--- src/rtl/loader_pkg.sv ---
// Shared types, constants and helpers for the UART instruction-memory loader.
package loader_pkg;

    typedef enum logic [1:0] {
        R_IDLE,
        R_START,
        R_DATA,
        R_STOP
    } rx_state_t;

    typedef enum logic [2:0] {
        L_LEN_LO,
        L_LEN_HI,
        L_DATA,
        L_DONE,
        L_ERR
    } ld_state_t;

    localparam int unsigned HDR_BYTES      = 2;
    localparam int unsigned BYTES_PER_WORD = 4;
    localparam int unsigned LEN_W          = HDR_BYTES * 8;

    // Little-endian assembly: drop byte b into lane position of word w.
    function automatic logic [31:0] put_lane(input logic [31:0] w,
                                             input logic [1:0]  lane,
                                             input logic [7:0]  b);
        logic [31:0] r;
        r = w;
        r[{lane, 3'b000} +: 8] = b;
        return r;
    endfunction

endpackage

--- src/rtl/imem_uart_loader_if.sv ---
// Instruction-memory write port driven by the loader.
interface imem_uart_loader_if #(
    parameter int unsigned ADDR_W = 8
) ();

    logic              imem_we;
    logic [ADDR_W-1:0] imem_addr;
    logic [31:0]       imem_wdata;

    modport master (output imem_we, output imem_addr, output imem_wdata);
    modport slave  (input  imem_we, input  imem_addr, input  imem_wdata);

endinterface

--- src/rtl/uart_rx_byte.sv ---
// 8N1 UART byte receiver: two-flop rx synchroniser, mid-bit sampling,
// one-cycle byte_valid or frame_err_pulse per received frame.
module uart_rx_byte
    import loader_pkg::*;
#(
    parameter int unsigned CLKS_PER_BIT = 434
) (
    input  logic       clk,
    input  logic       reset,
    input  logic       i_rx,
    output logic       o_byte_valid,
    output logic [7:0] o_byte_data,
    output logic       o_frame_err_pulse
);

    localparam int unsigned CNT_W = $clog2(CLKS_PER_BIT);
    localparam logic [CNT_W-1:0] HALF_M1 = CNT_W'(CLKS_PER_BIT / 2 - 1);
    localparam logic [CNT_W-1:0] FULL_M1 = CNT_W'(CLKS_PER_BIT - 1);

    logic             r_rx_meta;
    logic             r_rx_sync;
    rx_state_t        r_state;
    rx_state_t        w_next;
    logic [CNT_W-1:0] r_cnt;
    logic [2:0]       r_bit_idx;
    logic [7:0]       r_shift;
    logic             r_byte_valid;
    logic [7:0]       r_byte_data;
    logic             r_frame_err;
    logic             w_half_tick;
    logic             w_full_tick;
    logic             w_valid_d;
    logic             w_ferr_d;

    assign w_half_tick = (r_cnt == HALF_M1);
    assign w_full_tick = (r_cnt == FULL_M1);

    always_ff @(posedge clk) begin
        if (reset) begin
            r_rx_meta <= 1'b1;
            r_rx_sync <= 1'b1;
        end else begin
            r_rx_meta <= i_rx;
            r_rx_sync <= r_rx_meta;
        end
    end

    always_ff @(posedge clk) begin
        if (reset) r_state <= R_IDLE;
        else       r_state <= w_next;
    end

    always_comb begin
        w_next = r_state;
        case (r_state)
            R_IDLE:  if (!r_rx_sync) w_next = R_START;
            // A start bit that is gone by mid-bit is treated as a glitch.
            R_START: if (w_half_tick) w_next = r_rx_sync ? R_IDLE : R_DATA;
            R_DATA:  if (w_full_tick && (r_bit_idx == 3'd7)) w_next = R_STOP;
            R_STOP:  if (w_full_tick) w_next = R_IDLE;
            default: w_next = R_IDLE;
        endcase
    end

    always_comb begin
        w_valid_d = 1'b0;
        w_ferr_d  = 1'b0;
        if ((r_state == R_STOP) && w_full_tick) begin
            w_valid_d = r_rx_sync;
            w_ferr_d  = !r_rx_sync;
        end
    end

    always_ff @(posedge clk) begin
        if (reset) begin
            r_cnt        <= '0;
            r_bit_idx    <= '0;
            r_shift      <= '0;
            r_byte_valid <= 1'b0;
            r_byte_data  <= '0;
            r_frame_err  <= 1'b0;
        end else begin
            r_byte_valid <= w_valid_d;
            r_frame_err  <= w_ferr_d;
            if (w_valid_d) r_byte_data <= r_shift;

            if ((r_state == R_IDLE) || (w_next != r_state) || w_full_tick) r_cnt <= '0;
            else                                                          r_cnt <= r_cnt + CNT_W'(1);

            if ((r_state == R_DATA) && w_full_tick) begin
                r_shift   <= {r_rx_sync, r_shift[7:1]};
                r_bit_idx <= r_bit_idx + 3'd1;
            end else if (r_state != R_DATA) begin
                r_bit_idx <= '0;
            end
        end
    end

    assign o_byte_valid      = r_byte_valid;
    assign o_byte_data       = r_byte_data;
    assign o_frame_err_pulse = r_frame_err;

endmodule

--- src/rtl/imem_uart_loader.sv ---
// Boot loader: parses a length-prefixed UART image, writes it into
// instruction memory and holds the core in reset until the image is complete.
module imem_uart_loader
    import loader_pkg::*;
#(
    parameter int unsigned CLKS_PER_BIT = 434,
    parameter int unsigned ADDR_W       = 8
) (
    input  logic               clk,
    input  logic               reset,
    input  logic               rx,
    imem_uart_loader_if.master imem,
    output logic               core_reset,
    output logic               load_done,
    output logic               frame_err,
    output logic               len_err,
    output logic [ADDR_W:0]    word_count
);

    localparam int unsigned MAX_WORDS = 2 ** ADDR_W;
    localparam int unsigned LENX_W    = LEN_W + 1;
    localparam int unsigned WC_W      = ADDR_W + 1;
    localparam logic [LENX_W-1:0] MAX_WORDS_X = LENX_W'(MAX_WORDS);
    localparam logic [1:0]        LAST_LANE   = 2'(BYTES_PER_WORD - 1);

    logic              w_byte_valid;
    logic [7:0]        w_byte_data;
    logic              w_frame_err_pulse;

    ld_state_t         r_ld_state;
    ld_state_t         w_ld_next;
    logic [LEN_W-1:0]  r_len;
    logic [1:0]        r_lane;
    logic [ADDR_W-1:0] r_widx;
    logic [31:0]       r_wbuf;
    logic              r_imem_we;
    logic [ADDR_W-1:0] r_imem_addr;
    logic [31:0]       r_imem_wdata;
    logic              r_core_reset;
    logic              r_load_done;
    logic              r_frame_err;
    logic              r_len_err;
    logic [ADDR_W:0]   r_word_count;

    logic [LEN_W-1:0]  w_len_full;
    logic              w_len_zero;
    logic              w_len_bad;
    logic              w_word_done;
    logic              w_last_word;
    logic              w_we_d;
    logic              w_core_reset_d;
    logic              w_load_done_d;
    logic              w_frame_err_set;
    logic              w_len_err_set;

    uart_rx_byte #(
        .CLKS_PER_BIT(CLKS_PER_BIT)
    ) u_rx (
        .clk              (clk),
        .reset            (reset),
        .i_rx             (rx),
        .o_byte_valid     (w_byte_valid),
        .o_byte_data      (w_byte_data),
        .o_frame_err_pulse(w_frame_err_pulse)
    );

    assign w_len_full  = {w_byte_data, r_len[7:0]};
    assign w_len_zero  = (w_len_full == '0);
    assign w_len_bad   = ({1'b0, w_len_full} > MAX_WORDS_X);
    assign w_word_done = w_byte_valid && (r_ld_state == L_DATA) && (r_lane == LAST_LANE);
    assign w_last_word = ((LENX_W'(r_widx) + LENX_W'(1)) == {1'b0, r_len});

    always_ff @(posedge clk) begin
        if (reset) r_ld_state <= L_LEN_LO;
        else       r_ld_state <= w_ld_next;
    end

    always_comb begin
        w_ld_next = r_ld_state;
        case (r_ld_state)
            L_LEN_LO: begin
                if (w_frame_err_pulse) w_ld_next = L_ERR;
                else if (w_byte_valid) w_ld_next = L_LEN_HI;
            end
            L_LEN_HI: begin
                if (w_frame_err_pulse) w_ld_next = L_ERR;
                else if (w_byte_valid) begin
                    if (w_len_zero)     w_ld_next = L_DONE;
                    else if (w_len_bad) w_ld_next = L_ERR;
                    else                w_ld_next = L_DATA;
                end
            end
            L_DATA: begin
                if (w_frame_err_pulse)            w_ld_next = L_ERR;
                else if (w_word_done && w_last_word) w_ld_next = L_DONE;
            end
            L_DONE:  w_ld_next = L_DONE;
            L_ERR:   w_ld_next = L_ERR;
            default: w_ld_next = L_ERR;
        endcase
    end

    // core_reset is held through the final write strobe and drops one cycle later.
    always_comb begin
        w_we_d          = w_word_done;
        w_core_reset_d  = (w_ld_next != L_DONE) || w_we_d;
        w_load_done_d   = !w_core_reset_d;
        w_frame_err_set = w_frame_err_pulse &&
                          ((r_ld_state == L_LEN_LO) || (r_ld_state == L_LEN_HI) ||
                           (r_ld_state == L_DATA));
        w_len_err_set   = (r_ld_state == L_LEN_HI) && w_byte_valid && !w_len_zero && w_len_bad;
    end

    always_ff @(posedge clk) begin
        if (reset) begin
            r_len        <= '0;
            r_lane       <= '0;
            r_widx       <= '0;
            r_wbuf       <= '0;
            r_imem_we    <= 1'b0;
            r_imem_addr  <= '0;
            r_imem_wdata <= '0;
            r_core_reset <= 1'b1;
            r_load_done  <= 1'b0;
            r_frame_err  <= 1'b0;
            r_len_err    <= 1'b0;
            r_word_count <= '0;
        end else begin
            r_imem_we    <= w_we_d;
            r_core_reset <= w_core_reset_d;
            r_load_done  <= w_load_done_d;
            if (w_frame_err_set) r_frame_err <= 1'b1;
            if (w_len_err_set)   r_len_err   <= 1'b1;

            if ((r_ld_state == L_LEN_LO) && w_byte_valid) r_len[7:0] <= w_byte_data;

            if ((r_ld_state == L_LEN_HI) && w_byte_valid) begin
                r_len  <= w_len_full;
                r_lane <= '0;
                r_widx <= '0;
            end

            if ((r_ld_state == L_DATA) && w_byte_valid) begin
                r_wbuf <= put_lane(r_wbuf, r_lane, w_byte_data);
                r_lane <= r_lane + 2'd1;
            end

            if (w_we_d) begin
                r_imem_addr  <= r_widx;
                r_imem_wdata <= put_lane(r_wbuf, r_lane, w_byte_data);
                r_widx       <= r_widx + ADDR_W'(1);
                r_word_count <= r_word_count + WC_W'(1);
            end
        end
    end

    assign imem.imem_we    = r_imem_we;
    assign imem.imem_addr  = r_imem_addr;
    assign imem.imem_wdata = r_imem_wdata;
    assign core_reset      = r_core_reset;
    assign load_done       = r_load_done;
    assign frame_err       = r_frame_err;
    assign len_err         = r_len_err;
    assign word_count      = r_word_count;

endmodule

--- src/flat_wrapper.sv ---
// flat-port wrapper written by rule: the top's interface ports become plain ports
module imem_uart_loader_flat import loader_pkg::*;
#(
    parameter int unsigned CLKS_PER_BIT = 434,
    parameter int unsigned ADDR_W       = 8
)
  (clk, reset, rx, core_reset, load_done, frame_err, len_err, word_count, imem_imem_we, imem_imem_addr, imem_imem_wdata);
  imem_uart_loader_if #(.ADDR_W(ADDR_W)) imem_i ();
  input  logic clk;
  input  logic reset;
  input  logic rx;
  output logic core_reset;
  output logic load_done;
  output logic frame_err;
  output logic len_err;
  output logic [ADDR_W:0] word_count;
  output wire logic [$bits(imem_i.imem_we)-1:0] imem_imem_we;
  output wire logic [$bits(imem_i.imem_addr)-1:0] imem_imem_addr;
  output wire logic [$bits(imem_i.imem_wdata)-1:0] imem_imem_wdata;
  assign imem_imem_we = imem_i.imem_we;
  assign imem_imem_addr = imem_i.imem_addr;
  assign imem_imem_wdata = imem_i.imem_wdata;
  imem_uart_loader #(.CLKS_PER_BIT(CLKS_PER_BIT), .ADDR_W(ADDR_W)) u_core (.clk(clk), .reset(reset), .rx(rx), .imem(imem_i), .core_reset(core_reset), .load_done(load_done), .frame_err(frame_err), .len_err(len_err), .word_count(word_count));
endmodule
--- config.mk ---
export PLATFORM = sky130hd
export DESIGN_NAME = imem_uart_loader_flat
export DESIGN_NICKNAME = d
export VERILOG_FILES = /design/src/rtl/loader_pkg.sv /design/src/rtl/imem_uart_loader_if.sv /design/src/rtl/uart_rx_byte.sv /design/src/rtl/imem_uart_loader.sv /design/src/flat_wrapper.sv
export SDC_FILE = /design/constraint.sdc
export NUM_CORES = 1
export LEC_CHECK = 0
export CELL_PAD_IN_SITES_DETAIL_PLACEMENT = 0
export CELL_PAD_IN_SITES_GLOBAL_PLACEMENT = 2
export CORE_MARGIN = 2
export CORE_UTILIZATION = 37
export DETAILED_ROUTE_END_ITERATION = 12
export GPL_TIMING_DRIVEN = 0
export PLACE_DENSITY_LB_ADDON = 0.1
export SYNTH_ARGS = -nofsm -noshare
export SYNTH_HDL_FRONTEND = slang
export SYNTH_SLANG_ARGS = --single-unit
--- constraint.sdc ---
create_clock -name clk -period 3.5 [get_ports clk]
set_input_delay 0.525 -clock clk [delete_from_list [all_inputs] [get_ports clk]]
set_output_delay 0.525 -clock clk [all_outputs]
set_load 0.01 [all_outputs]
==> results.md, run 1 <==
- Detailed-route via count: roughly 5000
- Arr. time, crit path: 2.78 ns
- I/O pin cnt: 57
- Number of port buffers: 55
- Final HPWL DP: about 11 mm
- Synth Area in XOR/XNOR: under 10%
- Leakage power: 2.64 nW
- Setup ws final: 1.07 ns
- Layout Nets: 755
- Worst r2r dst: u_core.r_wbuf[18]
- Seq/Total Area, Yosys: 48.3%
- Share of layout cells above drive strength 1: between 8 and 9%
- Worst Tran Pin Value: approximately 0.88 ns
- Max-cap check violation count: 0
- Status: finished, final reports clean
- Startpoint of the worst register-to-register path: u_core.r_lane[0]
- Initial DRT Pass Iterations: 6
- Setup WS pre-CTS: 1.15 ns
- CP max-delay cell: nor4b_2
- Drt total wl: 15.5 mm
- EDFF count, synth: 0
- CP Capture Type: register
- RSZ-0062 raised after global routing: false
- Synth Area in Simple Gates: 23.0%
- Endpoints failing hold: 0
- GR Util All Layers: 19.2%
- Fin crit period: 2.43 ns
- HP Class: reg -> reg
- FF-to-FF path depth: 7
- Sink Count: 141
- Final setup skew: approximately 0.0066 ns
- Post-Syn Area: 5840 um^2
- Die ar.: around 17000 um^2
- P per Cell Area: 472 nW/um^2
- Post-Synthesis Cells: 666
- Post-CTS setup buffers: 0
- Initial Utilization: 38.2%
- Yosys warnings: 0
- FP Rows: 45
- Hold Startpoint: u_core.u_rx.r_rx_meta
- Final ANT Viol Nets: 0
- DRC viols: 0
- Clock buffer depth: 2
- Core Footprint: roughly 15000 um^2
- Reg clk slew, reported paths: 0.06 ns
- Final Setup Violations: 0
- Max_slew headroom: about two fifths
- Compound-Gate Fraction of Synth Area: ~15%
- Antenna violations before repair: 0
- First-pass GRT wire length: 24.8 mm
- Largest net degree at the start of global routing: 17
- CTS Buf Count: 17
- CTS hold repair buffers: 0
- Die width: 130 um
- Chip height: between 100 and 150 um
- Syn_area_per_cell: 8.78 um^2
- Routability cong.: 0.847
- Area of the multi-input gates: 2750 um^2
- Max Transition Viols Final: 0
- Post_cts resized: 0
- Most common cell after layout, fill and taps aside: dfxtp_1
- Initial DRC count: 262
- Root Buffer: clkbuf_16
- Vias in the first global route: around 4700
- Min-Delay Endpoint: u_core.u_rx.r_rx_sync
- CTS tree: yes
- R2r setup slk: 1.07 ns
- Filler Cells Inserted: 1548
- Placed cell count: between 900 and 1000
- GRT overflow: 0
- FF+latch count, synth: 141
- Routed length per instance: 16.1 um
- Crit path max fanout: 9
- VDD IR max: 0.306 mV
- Worst-path cell chain: inv_2 > ha_1 > nor4b_2 > and2_0 > buf_2 > a22oi_1 > nor2_1
- Area grow syn2layout: 23.8%
- Netlist cell types: 59
- Top_reg_cell synth: dfxtp_1
- Syn_nets: ~680
- Diode count: 0
- Fmax: 412 MHz
- Crit path kind: reg -> reg
- CTS HTree Levels: 4
- Crit path launch type: register
- Main combinational cell family by area after synthesis: simple AND/OR/NAND/NOR gates
- Clk_lat worst skew: approximately 0.42 ns
- Period utilization: 69.3%
- Final Util: 47.2%
- Area share of fa/ha/maj cells after synthesis: 2.57%
- Most frequent cells in the layout: 141 x dfxtp_1, 109 x nor2_1, 77 x nand2_1, 55 x clkdlybuf4s50_1, 43 x a21oi_1
- Final cell count without fillers: 964
- Slowest stage delay, CP: 0.74 ns
- Post-synthesis mux area share: 3.08%
- Register area: ~2800 um^2
- Setup_tns: 0 ns
- WP data required: 3.85 ns
- Vias per std cell: 5.14
- Hold depth: 1
- Async SR Flop Fraction: 0%
critical path, delay by kind of cell (launching register included):
kind	cells	cell delay, ns
fa+ha+maj	1	0.38
buf+inv	2	0.30
compound gates	1	0.11
simple gates	3	1.08
flops	1	0.48
cells in the mapped netlist, types with 2 or more instances:
cell type  number  area share (%)
nor3_2          2            0.34
nor2b_1         7            0.75
a22oi_1        27             3.5
a21oi_2         2            0.30
o21ai_0         5            0.43
xnor2_1        14             2.1
clkbuf_1       33             2.1
dfxtp_1       141              48
o311ai_1        2            0.30
and2_1          4            0.43
nor2_1        109             7.0
buf_1           3            0.19
xor2_1         12             1.8
nand2b_1        2            0.21
or3_1           3            0.32
nand3_1         9            0.77
ha_1           12             2.6
buf_2          11            0.94
nor3_1         29             2.5
a22o_1          8             1.2
inv_2           2            0.13
nor4_1          5            0.54
a21oi_1        43             3.7
or2_2           2            0.21
nand2_1        77             4.9
nor4_2          2            0.43
a211oi_1        3            0.39
nand4_1         8            0.86
mux2i_1        18             3.1
nand3b_1        4            0.51
and3_1          4            0.43
o211ai_1        2            0.26
nor3b_1         3            0.39
a221oi_1       25             3.7
inv_1           9            0.58
cell type report:
type	count	share of cell area [%]
plain buffers	50	3.15
clock buffers	21	6.36
clock inverters	11	1.61
inverters	11	0.571
multi-input cells	464	38.0
flip-flops and latches	141	39.0
well taps	211	3.65
repair buffers	55	7.61
metrics by stage:
step           area [um^2]  hold WS [ns]  power, mW
2_1_floorplan         5840         0.389       1.67
3_3_place_gp          6660         0.404       1.69
3_5_place_dp          6660         0.412       1.69
4_1_cts               7240         0.426       3.46
5_1_grt               7240         0.446       3.52
6_report              7240         0.423       3.42
flip-flops by register name, summed over array words and instances (netlist names), 3 cells and up:
name	count
u_core.r_ld_state	3
u_core.u_rx.o_byte_data	8
u_core.u_rx.r_shift	8
u_core.u_rx.r_cnt	9
u_core.word_count	9
u_core.imem.imem_wdata	32
u_core.u_rx.r_bit_idx	3
u_core.imem.imem_addr	8
u_core.r_widx	8
u_core.r_len	16
u_core.r_wbuf	24
report_power, final:
group	switching, mW	total [mW]	leakage [nW]	internal, mW
registers	0.00163	1.61	1.14	1.61
clock network	0.685	1.77	0.279	1.08
logic	0.0353	0.0433	1.23	0.00797
cell families (layout without fill, tap and decap cells):
family                     after synthesis  count (layout)
buffers and inverters                   61             148
AOI/OAI and AO/OA                      123             123
xor gates and xnor gates                26              26
adders and majority gates               12              12
DFF                                    141             141
and+or+nand+nor                        285             285
muxes                                   18              18
layer usage:
metal	up-vias	GRT usage, %	share of wire [%]
met4	0	5.50	1.4
met1	2382	25.4	48
li1	2478	-	-
met5	-	0	0
met3	15	4.58	3.3
met2	84	31.4	47
worst max path at each step:
stage,from,end,slack [ns],depth (start not counted)
finish,u_core.r_lane[0],u_core.r_wbuf[18],1.07,7
global route,u_core.r_lane[0],u_core.r_wbuf[3],0.90,7
CTS,u_core.r_lane[0],u_core.r_wbuf[18],1.09,7
detailed placement,reset,u_core.u_rx.o_byte_data[7],1.15,4
global placement,reset,u_core.u_rx.o_byte_data[7],1.17,4
floorplan,u_core.r_lane[0],u_core.r_wbuf[16],1.60,7
No activity file was read; power rests on OpenSTA's default activity.
==> run 2: changes to the inputs <==
CORE_UTILIZATION = 31   (was 37)
clock period = 2.2 ns   (was 3.5 ns; I/O delays follow)
==> results.md, run 2 (synthesis results as in run 1) <==
- Busiest grt layer: met2
- R2r setup slk: 0.12 ns (-0.95 ns)
- Number of port buffers: 55 (unchanged)
- Chip height: 141 um (+9.0%)
- Crit path max fanout: 8 (-1)
- Crit path kind: reg -> reg
- CTS tree: yes
- Clk_lat worst skew: 0.43 ns (about the same)
- Reg clk slew, reported paths: 0.06 ns (about the same)
- Startpoint of the worst register-to-register path: u_core.r_widx[0]
- DRC viols: 0 (unchanged)
- Area grow syn2layout: 26.0%
- Most common cell after layout, fill and taps aside: dfxtp_1
- WP data required: 2.54 ns (-1.31 ns)
- FP Rows: 50 (+11%)
- Period utilization: 94.5% (+25 points)
- Routed length per instance: 16.7 um (+3.5%)
- Fmax: 481 MHz (+17%)
- Endpoints failing hold: 0 (unchanged)
- Die ar.: 20000 um^2 (+19%)
- Initial DRC count: 295 (+13%)
- Crit path launch type: register
- Share of layout cells above drive strength 1: 9.28% (+0.92 points)
- I/O pin cnt: 57 (unchanged)
- Die width: 141 um (+9.0%)
- Met3 usage: 4.39% (-0.20 points)
- Hold depth: 1 (unchanged)
- RSZ-0062 raised after global routing: false
- Initial DRT Pass Iterations: 4 (-2)
- HP Class: reg -> reg
- Setup_tns: 0 ns (unchanged)
- Detailed-route via count: 5025 (+1.3%)
- Arr. time, crit path: 2.41 ns (-0.37 ns)
- FF-to-FF path depth: 8 (+1)
- Vias in the first global route: 4840 (+3.3%)
- Drt total wl: 16.5 mm (+6.1%)
- Leakage power: 2.68 nW (+1.6%)
- Worst r2r dst: u_core.r_ld_state[0]
- Final ANT Viol Nets: 0 (unchanged)
- Sink Count: 141 (unchanged)
- Status: finished, final reports clean
- CTS hold repair buffers: 0 (unchanged)
- CTS HTree Levels: 4 (unchanged)
- Met2 Track Usage GR: 26.4% (-5.0 points)
- GR Util All Layers: 17.0% (-2.2 points)
- Vias per std cell: 5.09 (-1.1%)
- GRT overflow: 0 (unchanged)
- Max Transition Viols Final: 0 (unchanged)
- Met1 usage: 22.5% (-2.9 points)
- Hold Startpoint: u_core.u_rx.r_rx_meta
- Overall power: 5.75 mW (+68%)
- Max_slew headroom: 48.9% (+7.4 points)
- Final setup skew: 0.00820 ns (+0.00163 ns)
- Initial Utilization: 31.5% (-6.7 points)
- Final Setup Violations: 0 (unchanged)
- Fin crit period: 2.08 ns (-0.346 ns)
- Antenna violations before repair: 0 (unchanged)
- Min-Delay Endpoint: u_core.u_rx.r_rx_sync
- Largest net degree at the start of global routing: 17 (unchanged)
- Max reg flops: 32 (unchanged)
- Clock buffer depth: 2 (unchanged)
- Core Footprint: 18600 um^2 (+21%)
- P per Cell Area: 781 nW/um^2 (+65%)
- First-pass GRT wire length: 26.0 mm (+5.0%)
- CTS Buf Count: 17 (unchanged)
- Final HPWL DP: 11.5 mm (+5.4%)
- Max-cap check violation count: 0 (unchanged)
- Root Buffer: clkbuf_16
- Diode count: 0 (unchanged)
- VDD IR max: 0.538 mV (+76%)
- CP Capture Type: register
- Most frequent cells in the layout: 140 x dfxtp_1, 109 x nor2_1, 77 x nand2_1, 55 x clkdlybuf4s50_1, 43 x a21oi_1
- Routability cong.: 0.796 (-6.1%)
- Layout Nets: 756 (+0.13%)
- Worst Tran Pin Value: 0.766 ns (-0.109 ns)
==> run 2: cell types whose count changed in the layout (fill, tap and decap cells not counted), sizes merged <==
| cell | delta |
|---|---|
| clkinv | -2 |
| clkbuf | -3 |
| clkinvlp | +1 |
| inv | +1 |
| bufinv | +2 |
| buf | +2 |
==> run 2: layer usage <==
| metal | part of all wire [%] | wire [um] |
|---|---|---|
| met1 | 47 | 7660 |
| met2 | 47 | 7670 |
| met3 | 4.7 | 771 |
| met4 | 2.2 | 367 |
| met5 | 0 | 0 |
==> run 2: worst max-delay path by stage <==
stage / endpoint / slack [ns] / cells after the start / from
2_1_floorplan: u_core.r_wbuf[16] / 0.30 / 7 / u_core.r_lane[0]
3_3_place_gp: u_core.r_wbuf[22] / -0.17 / 7 / u_core.r_lane[0]
4_1_cts: u_core.r_wbuf[13] / 0.06 / 8 / u_core.r_lane[0]
6_report: u_core.r_ld_state[0] / 0.12 / 8 / u_core.r_widx[0]
3_5_place_dp: u_core.r_wbuf[22] / -0.16 / 7 / u_core.r_lane[0]
5_1_grt: u_core.r_wbuf[2] / 0.005 / 6 / u_core.r_lane[0]
==> run 2: cell type report <==
class                      instances  area [um^2]
tap                              234          293
timing repair buffer              58          573
multi-input combinational        464         2770
clock buffer                      19          453
sequential                       141         2820
fill                            1889        11200
buffer                            48          221
inverter                          11         41.3
clock inverter                    13          186
==> run 2: worst max-delay path, stage by stage, from the launching register on <==
cell and delay, ns:
dfxtp_1 0.48, ha_1 0.19, buf_2 0.19, and3_1 0.21, and3_2 0.22, xnor2_1 0.09
nor4_2 0.25, a21oi_2 0.14, nor4_2 0.22
==> run 2: stage by stage <==
step | utilization (%) | cells | instance area (um^2) | hold WS (ns) | setup slack, ns
2_1_floorplan | - | 666 | 5840 | 0.389 | 0.302
3_3_place_gp | 36.0 | 955 | 6690 | 0.405 | -0.167
3_5_place_dp | 36.0 | 955 | 6690 | 0.396 | -0.163
4_1_cts | 39.5 | 987 | 7340 | 0.414 | 0.0568
5_1_grt | 39.6 | 988 | 7360 | 0.423 | 0.00514
6_report | 39.6 | 988 | 7360 | 0.410 | 0.120
==> run 2: what timing repair did <==
action                                  4_1_cts  5_1_grt
gates resized for setup                       3        2
pin swaps                                     0        1
buffers inserted                              0        3
endpoints found under the setup margin       16       41
==> run 2: power by group <==
| part | total [mW] | internal, mW | leakage (nW) | switching [mW] |
|---|---|---|---|---|
| registers | 2.56 | 2.56 | 1.14 | 0.00238 |
| logic | 0.0713 | 0.0134 | 1.25 | 0.0578 |
| clock network | 3.12 | 1.96 | 0.302 | 1.16 |
